<file path="config.mk">
export PLATFORM = sky130hd
export DESIGN_NAME = ps2_keycode_rx
export DESIGN_NICKNAME = d
export VERILOG_FILES = /design/src/rtl/ps2_pkg.sv /design/src/rtl/ps2_sync_edge.sv /design/src/rtl/ps2_keycode_rx.sv
export SDC_FILE = /design/constraint.sdc
export NUM_CORES = 1
export LEC_CHECK = 0
export ABC_CLOCK_PERIOD_IN_PS = 3000
export CAP_MARGIN = 5
export CORE_MARGIN = 3
export CORE_UTILIZATION = 35
export DETAILED_ROUTE_END_ITERATION = 12
export PLACE_DENSITY = 0.62
export SYNTH_ARGS = -nofsm -noshare
export SYNTH_HDL_FRONTEND = slang
export SYNTH_SLANG_ARGS = --single-unit
</file>
<file path="constraint.sdc">
create_clock -name clk -period 3 [get_ports clk]
set_clock_uncertainty 0.2 [all_clocks]
set_input_delay 0.45 -clock clk [delete_from_list [all_inputs] [get_ports clk]]
set_output_delay 0.45 -clock clk [all_outputs]
set_load 0.01 [all_outputs]
</file>
<file path="src/rtl/ps2_pkg.sv">
`default_nettype none
// ============================================================================
// Module   : ps2_pkg
// Purpose  : Shared receiver state encoding and PS/2 scan-code prefix bytes.
// Revision : 1.0
// ============================================================================
package ps2_pkg;

    typedef enum logic [1:0] {
        IDLE   = 2'd0,
        DATA   = 2'd1,
        PARITY = 2'd2,
        STOP   = 2'd3
    } ps2_state_t;

    localparam logic [7:0] PS2_EXT_PREFIX = 8'hE0;
    localparam logic [7:0] PS2_BRK_PREFIX = 8'hF0;

endpackage
`default_nettype wire

</file>
<file path="src/rtl/ps2_sync_edge.sv">
`default_nettype none
// ============================================================================
// Module   : ps2_sync_edge
// Purpose  : Synchronises raw PS/2 clock/data and flags falling clock edges.
// Revision : 1.0
// ============================================================================
module ps2_sync_edge (
    input  logic clk,
    input  logic rst_n,
    input  logic ps2_clk,
    input  logic ps2_data,
    output logic fall,
    output logic data_s
);

    logic r_clk_s1;
    logic r_clk_s2;
    logic r_clk_prev;
    logic r_data_s1;
    logic r_data_s2;

    // Flops reset high to match the idle bus, so leaving reset never looks like an edge.
    always_ff @(posedge clk or negedge rst_n) begin
        if (!rst_n) begin
            r_clk_s1   <= 1'b1;
            r_clk_s2   <= 1'b1;
            r_clk_prev <= 1'b1;
            r_data_s1  <= 1'b1;
            r_data_s2  <= 1'b1;
        end else begin
            r_clk_s1   <= ps2_clk;
            r_clk_s2   <= r_clk_s1;
            r_clk_prev <= r_clk_s2;
            r_data_s1  <= ps2_data;
            r_data_s2  <= r_data_s1;
        end
    end

    assign fall   = r_clk_prev & ~r_clk_s2;
    assign data_s = r_data_s2;

endmodule
`default_nettype wire

</file>
<file path="src/rtl/ps2_keycode_rx.sv">
`default_nettype none
// ============================================================================
// Module   : ps2_keycode_rx
// Purpose  : PS/2 keyboard frame receiver with E0/F0 prefix resolution.
// Revision : 1.0
// ============================================================================
module ps2_keycode_rx
    import ps2_pkg::*;
#(
    parameter int TIMEOUT_CYCLES = 50_000,
    parameter bit REPORT_BREAK   = 1'b0
) (
    input  logic       clk,
    input  logic       rst_n,
    input  logic       ps2_clk,
    input  logic       ps2_data,
    output logic [7:0] key_code,
    output logic       data_ready,
    output logic       key_release,
    output logic       key_extended,
    output logic       frame_err
);

    localparam int                 c_cnt_w   = $clog2(TIMEOUT_CYCLES + 1);
    localparam logic [c_cnt_w-1:0] c_tmo_max = c_cnt_w'(TIMEOUT_CYCLES);

    logic w_fall;
    logic w_data_s;
    logic w_frame_ok;
    logic w_timeout;

    ps2_state_t         r_state;
    logic [7:0]         r_shreg;
    logic [2:0]         r_bit_cnt;
    logic               r_parity;
    logic [c_cnt_w-1:0] r_tmo_cnt;
    logic               r_ext_pend;
    logic               r_brk_pend;

    ps2_sync_edge u_sync (
        .clk      (clk),
        .rst_n    (rst_n),
        .ps2_clk  (ps2_clk),
        .ps2_data (ps2_data),
        .fall     (w_fall),
        .data_s   (w_data_s)
    );

    // Evaluated on the stop-bit edge: stop must be 1 and parity odd over data+parity.
    assign w_frame_ok = w_data_s & (^r_shreg ^ r_parity);
    assign w_timeout  = (r_state != IDLE) && !w_fall && (r_tmo_cnt == c_tmo_max);

    always_ff @(posedge clk or negedge rst_n) begin
        if (!rst_n) begin
            r_state      <= IDLE;
            r_shreg      <= '0;
            r_bit_cnt    <= '0;
            r_parity     <= 1'b0;
            r_tmo_cnt    <= '0;
            r_ext_pend   <= 1'b0;
            r_brk_pend   <= 1'b0;
            key_code     <= '0;
            data_ready   <= 1'b0;
            key_release  <= 1'b0;
            key_extended <= 1'b0;
            frame_err    <= 1'b0;
        end else begin
            data_ready <= 1'b0;
            frame_err  <= 1'b0;

            if (r_state == IDLE || w_fall) begin
                r_tmo_cnt <= '0;
            end else if (r_tmo_cnt != c_tmo_max) begin
                r_tmo_cnt <= r_tmo_cnt + c_cnt_w'(1);
            end

            if (w_timeout) begin
                r_state   <= IDLE;
                r_shreg   <= '0;
                r_bit_cnt <= '0;
                frame_err <= 1'b1;
            end else if (w_fall) begin
                case (r_state)
                    IDLE: begin
                        if (!w_data_s) begin
                            r_state   <= DATA;
                            r_bit_cnt <= '0;
                        end
                    end
                    DATA: begin
                        r_shreg   <= {w_data_s, r_shreg[7:1]};
                        r_bit_cnt <= r_bit_cnt + 3'd1;
                        if (r_bit_cnt == 3'd7) begin
                            r_state <= PARITY;
                        end
                    end
                    PARITY: begin
                        r_parity <= w_data_s;
                        r_state  <= STOP;
                    end
                    STOP: begin
                        r_state <= IDLE;
                        if (!w_frame_ok) begin
                            frame_err  <= 1'b1;
                            r_ext_pend <= 1'b0;
                            r_brk_pend <= 1'b0;
                        end else if (r_shreg == PS2_EXT_PREFIX) begin
                            r_ext_pend <= 1'b1;
                        end else if (r_shreg == PS2_BRK_PREFIX) begin
                            r_brk_pend <= 1'b1;
                        end else begin
                            r_ext_pend <= 1'b0;
                            r_brk_pend <= 1'b0;
                            // Suppressed releases leave the previous report on the outputs.
                            if (!r_brk_pend || REPORT_BREAK) begin
                                key_code     <= r_shreg;
                                key_release  <= r_brk_pend;
                                key_extended <= r_ext_pend;
                                data_ready   <= 1'b1;
                            end
                        end
                    end
                    default: r_state <= IDLE;
                endcase
            end
        end
    end

endmodule
`default_nettype wire

</file>
# == Word level (Yosys, flattened, before mapping) ==
# Cells that the tools add are included.
# totals
elab_cells,87
out_inout_bits,12
reg_bits,48
inputBits,4
# op_classes
n_bitwise,8
reduce_logical,18
mux,31
n_eq_ne,12
addsub,2
# op_table
cell,n
$mux W16,2
$mux W8,3
$mux W1,17
$add A16 B1 Y16 const B,1
$eq A16 B16 Y1 const B,1
$eq A8 B8 Y1 const B,2
$ne A16 B16 Y1 const B,1
$mux W3,3
$ne A3 B3 Y1 const B,3
$reduce_and A3 Y1,3
$mux W2,4
$pmux W2 S4,1
$reduce_and A4 Y1,2
$reduce_bool A2 Y1,4
$reduce_xor A8 Y1,1
$reduce_and A7 Y1,1
$pmux W3 S2,1
$not A1 Y1,5
$eq A2 B2 Y1 const B,2
$add A3 B1 Y3 const B,1
$eq A3 B3 Y1 const B,1
$reduce_bool A3 Y1,1
$and A1 B1 Y1,2
$eq A2 B1 Y1 const B,1
other kinds (7),8

# == Logic depth before layout (Yosys ltp) ==
# depth
depth_word,7
ltp_mapped,7

# == Hierarchy ==
# Synthesis repeated with hierarchy kept, for this count alone.
# unflattened
hier_cells,217
area_unflattened_um2,2352.3
# by_module_without_submodules
module,area_each_um2,n_inst,cells_per_inst
ps2_keycode_rx,2207.1,1,211
ps2_sync_edge,145.1,1,6

# == Worst setup path after synthesis ==
# OpenSTA, ideal clock, no wires.
# synth_path
path_kind,reg2reg
start,reg r_shreg[1]
end,reg key_code[0]
path_slack_ns,0.838
stages_incl_launch_ff,7
n_path_buf,0
required_time_ns,2.675
setup_ns,0.125
t_arrival_ns,1.837
path_cell_list,dfrtp_1 inv_1 ha_1 xnor3_1 xnor2_2 nand4_4 mux2_2
# synth_via
elab_chain_cells,4
# synth_rtl
item,line_no,rtl
from (decl),ps2_keycode_rx.sv:33,logic [7:0] r_shreg;
from (signal assigned),ps2_keycode_rx.sv:91,"r_shreg <= {w_data_s, r_shreg[7:1]};"
$reduce_xor A8 Y1,ps2_keycode_rx.sv:50,assign w_frame_ok = w_data_s & (^r_shreg ^ r_parity);
$xor A1 B1 Y1,ps2_keycode_rx.sv:50,
$and A1 B1 Y1,ps2_keycode_rx.sv:50,
$reduce_and A7 Y1 (no line) (*),n/a,
to (signal assigned),ps2_keycode_rx.sv:116,key_code <= r_shreg;
to (decl),ps2_keycode_rx.sv:17,"output logic [7:0] key_code,"
# Every way passes the cells marked *; elsewhere a longest branch is shown, timed or not.
# A chain may end at the register's enable or synchronous reset.

# == Final worst setup path ==
# layout_path
start,reg r_shreg[0]
end,reg key_code[0]
# layout_via
elab_chain_cells,4
# layout_rtl
item,line_no
$reduce_xor A8 Y1,ps2_keycode_rx.sv:50
$xor A1 B1 Y1,ps2_keycode_rx.sv:50
$and A1 B1 Y1,ps2_keycode_rx.sv:50
$reduce_and A7 Y1 (no line),n/a
# Several ways; a longest one is shown, not always the timed one.

==> results.json <==
{
  "status": "complete, no violations",
  "synthCells": 216,
  "cts.sinks": 48,
  "cts_buffer_depth": 2,
  "min_period_over_period_pct": 78.5,
  "worstMarginPinSlew_ps": 984,
  "cts_tree": "yes",
  "rsz0062_at_grt": "no",
  "p_per_area_nw_per_um2": 717,
  "hp-class": "in -> async",
  "ys_types": 55,
  "drive_gt1_share_pct": 17.7,
  "dp_hpwl_um": 2990,
  "path_clk_slew_ps": 90,
  "grt_max_degree": 47,
  "max-cap-violations": 0,
  "cts_setup_buffers": 0,
  "end_kind": "flop",
  "cts_resized": 0,
  "fmax_mhz": 425,
  "grt_pass1_wl_um": 7640,
  "syn_to_final_growth_pct": 11.5,
  "grt_pass1_vias": 1614,
  "synth_top_area_share_pct": 43.5,
  "synthFlopType": "dfrtp_1",
  "worst-setup-path-type": "reg -> reg",
  "post_drt_wl_per_cell_um": 13.0,
  "synth_area_leaders": "dfrtp_1, ha_1, dfstp_2, mux2_2, nor2_1",
  "setup-violations-final": 0,
  "syn_nets": 234,
  "seq_area_frac_synth_pct": 48.8,
  "drc": 0,
  "slew_headroom_pct": 34.4,
  "drt_wl_total_um": 4250,
  "startpoint_type": "flop",
  "ios": 16,
  "numCtsBuffers": 5,
  "min_period_ps": 2350,
  "nets": 249,
  "port-buffer-count": 14,
  "vias": 1583,
  "synth_edf_count": 0,
  "cts_max_level": 2,
  "dieArea_um2": 8120,
  "gp_congestion": 0.762,
  "rows": 30,
  "antenna_found_initial": 0,
  "cp.required_ps": 2990,
  "gr-total-overflow": 0,
  "rrSetupSlack_ps": 650,
  "die_x_um": 90.1,
  "clock_latency_ps": 310,
  "ctsHoldBuffers": 0,
  "p_leak_uw": 0.00129,
  "hold_violations": 0,
  "syn-cell-area_um2": 2480,
  "cp_data_arrival_time_ps": 2350,
  "fin_ws_ps": 646,
  "drtIter0Drc": 34,
  "reg2regPathDepth": 6,
  "start_util_pct": 36.2,
  "worstReg2RegEnd": "key_code[0]",
  "cts-root-buf": "clkbuf_8",
  "maxSlewViolCount": 0,
  "r2r-start": "r_shreg[0]",
  "synth-seq-cells": 48,
  "firstDrtPassIters": 5,
  "grt_use_total_pct": 11.4,
  "die_h_um": 90.1,
  "yosysWarnings": 0,
  "core_um2": 6830,
  "pre_cts_ws_ps": 642,
  "routed_via_density": 4.83,
  "synth_area_leader_cell": "dfrtp_1",
  "synth_area_per_cell_um2": 11.5,
  "setup_tns_ps": 0,
  "drtAntennaViolNets": 0,
  "antenna_cells": 0,
  "peakVddDrop_mv": 0.415,
  "p_total_uw": 1980,
  "async_flop_share_pct": 100,
  "path_max_fanout": 10
}
critical path, cell delays in order, from the launching register on:
cell and delay [ps]:
dfrtp_1 380, inv_1 50, ha_1 270, xnor3_1 420, xnor2_2 310, nand4_4 260, mux2_2 330
through the flow:
stage / hold slack (ps) / cells / area [µm²] / util [%]
final: 104 / 328 / 2760 / 40.4
after global routing: 170 / 328 / 2760 / 40.4
after CTS: 140 / 328 / 2760 / 40.4
after detailed placement: 147 / 320 / 2670 / 39.1
after global placement: 147 / 320 / 2670 / 39.1
after floorplan: -45.6 / 216 / 2480 / -
routing by layer:
metal,up-vias,wire length (µm),GRT usage [%]
met5,-,0,0
met2,17,1960,18.0
met3,6,108,2.09
li1,777,-,-
met4,0,73,4.59
met1,783,2100,15.4
cell families after synthesis:
logic type | Yosys count | synth area share, %
buffers and inverters | 22 | 5.10
other | 1 | 0.151
muxes | 16 | 6.97
xor gates and xnor gates | 14 | 5.81
and+or+nand+nor | 73 | 17.9
DFF | 48 | 48.8
adders and majority gates | 14 | 7.07
AOI/OAI and AO/OA | 28 | 8.24
state kept, by name, summed over array words and instances (netlist names), 2 cells and up:
register and count:
r_state 2, r_tmo_cnt 16, r_bit_cnt 3, key_code 8, r_shreg 8
synthesized netlist by cell type (2+ instances only):
cell type	number
ha_1	14
o22ai_2	2
o21a_1	2
a21oi_1	10
a41o_1	2
clkbuf_1	2
dfrtp_1	43
nand2b_1	2
or2_2	3
nor2_1	20
clkbuf_8	2
mux2_2	10
a32o_1	2
nand2_1	10
or3b_2	2
and3_1	3
nor2b_1	2
o21ai_0	3
xor2_1	8
nand4_1	5
and4_1	2
mux2i_1	6
nand3_1	9
inv_1	14
xnor2_1	4
dfstp_2	5
worst max-delay path by stage:
stage / slack, ps / from / endpoint
after floorplan: 840 / r_shreg[1] / key_code[0]
after global placement: 680 / r_shreg[1] / key_code[1]
after detailed placement: 640 / r_shreg[1] / key_code[1]
after CTS: 630 / r_shreg[1] / key_code[0]
after global routing: 500 / r_shreg[1] / key_code[4]
final: 650 / r_shreg[0] / key_code[0]
final cells by class:
class | instances | area [µm²]
Inverter | 14 | 52.6
Timing Repair Buffer | 16 | 150
Multi-Input combinational cell | 146 | 1140
Sequential cell | 48 | 1210
Clock buffer | 5 | 68.8
Fill cell | 688 | 4070
Clock inverter | 3 | 18.8
Tap cell | 96 | 120
where the power goes:
| group | internal, µW | switching [µW] |
|---|---|---|
| logic | 352 | 387 |
| clock network | 163 | 221 |
| registers | 757 | 101 |
| total | 1270 | 708 |
placed cells by master (no fill, tap or decap), types with 5 or more instances in the layout:
cell and instances:
a21oi_1 10, clkbuf_8 5, clkdlybuf4s50_1 13, dfrtp_1 43, dfstp_2 5, ha_1 14
inv_1 14, mux2_2 10, mux2i_1 6, nand2_1 10, nand3_1 9, nand4_1 5
nor2_1 20, xor2_1 8
Power figures use the tool's default switching activity.
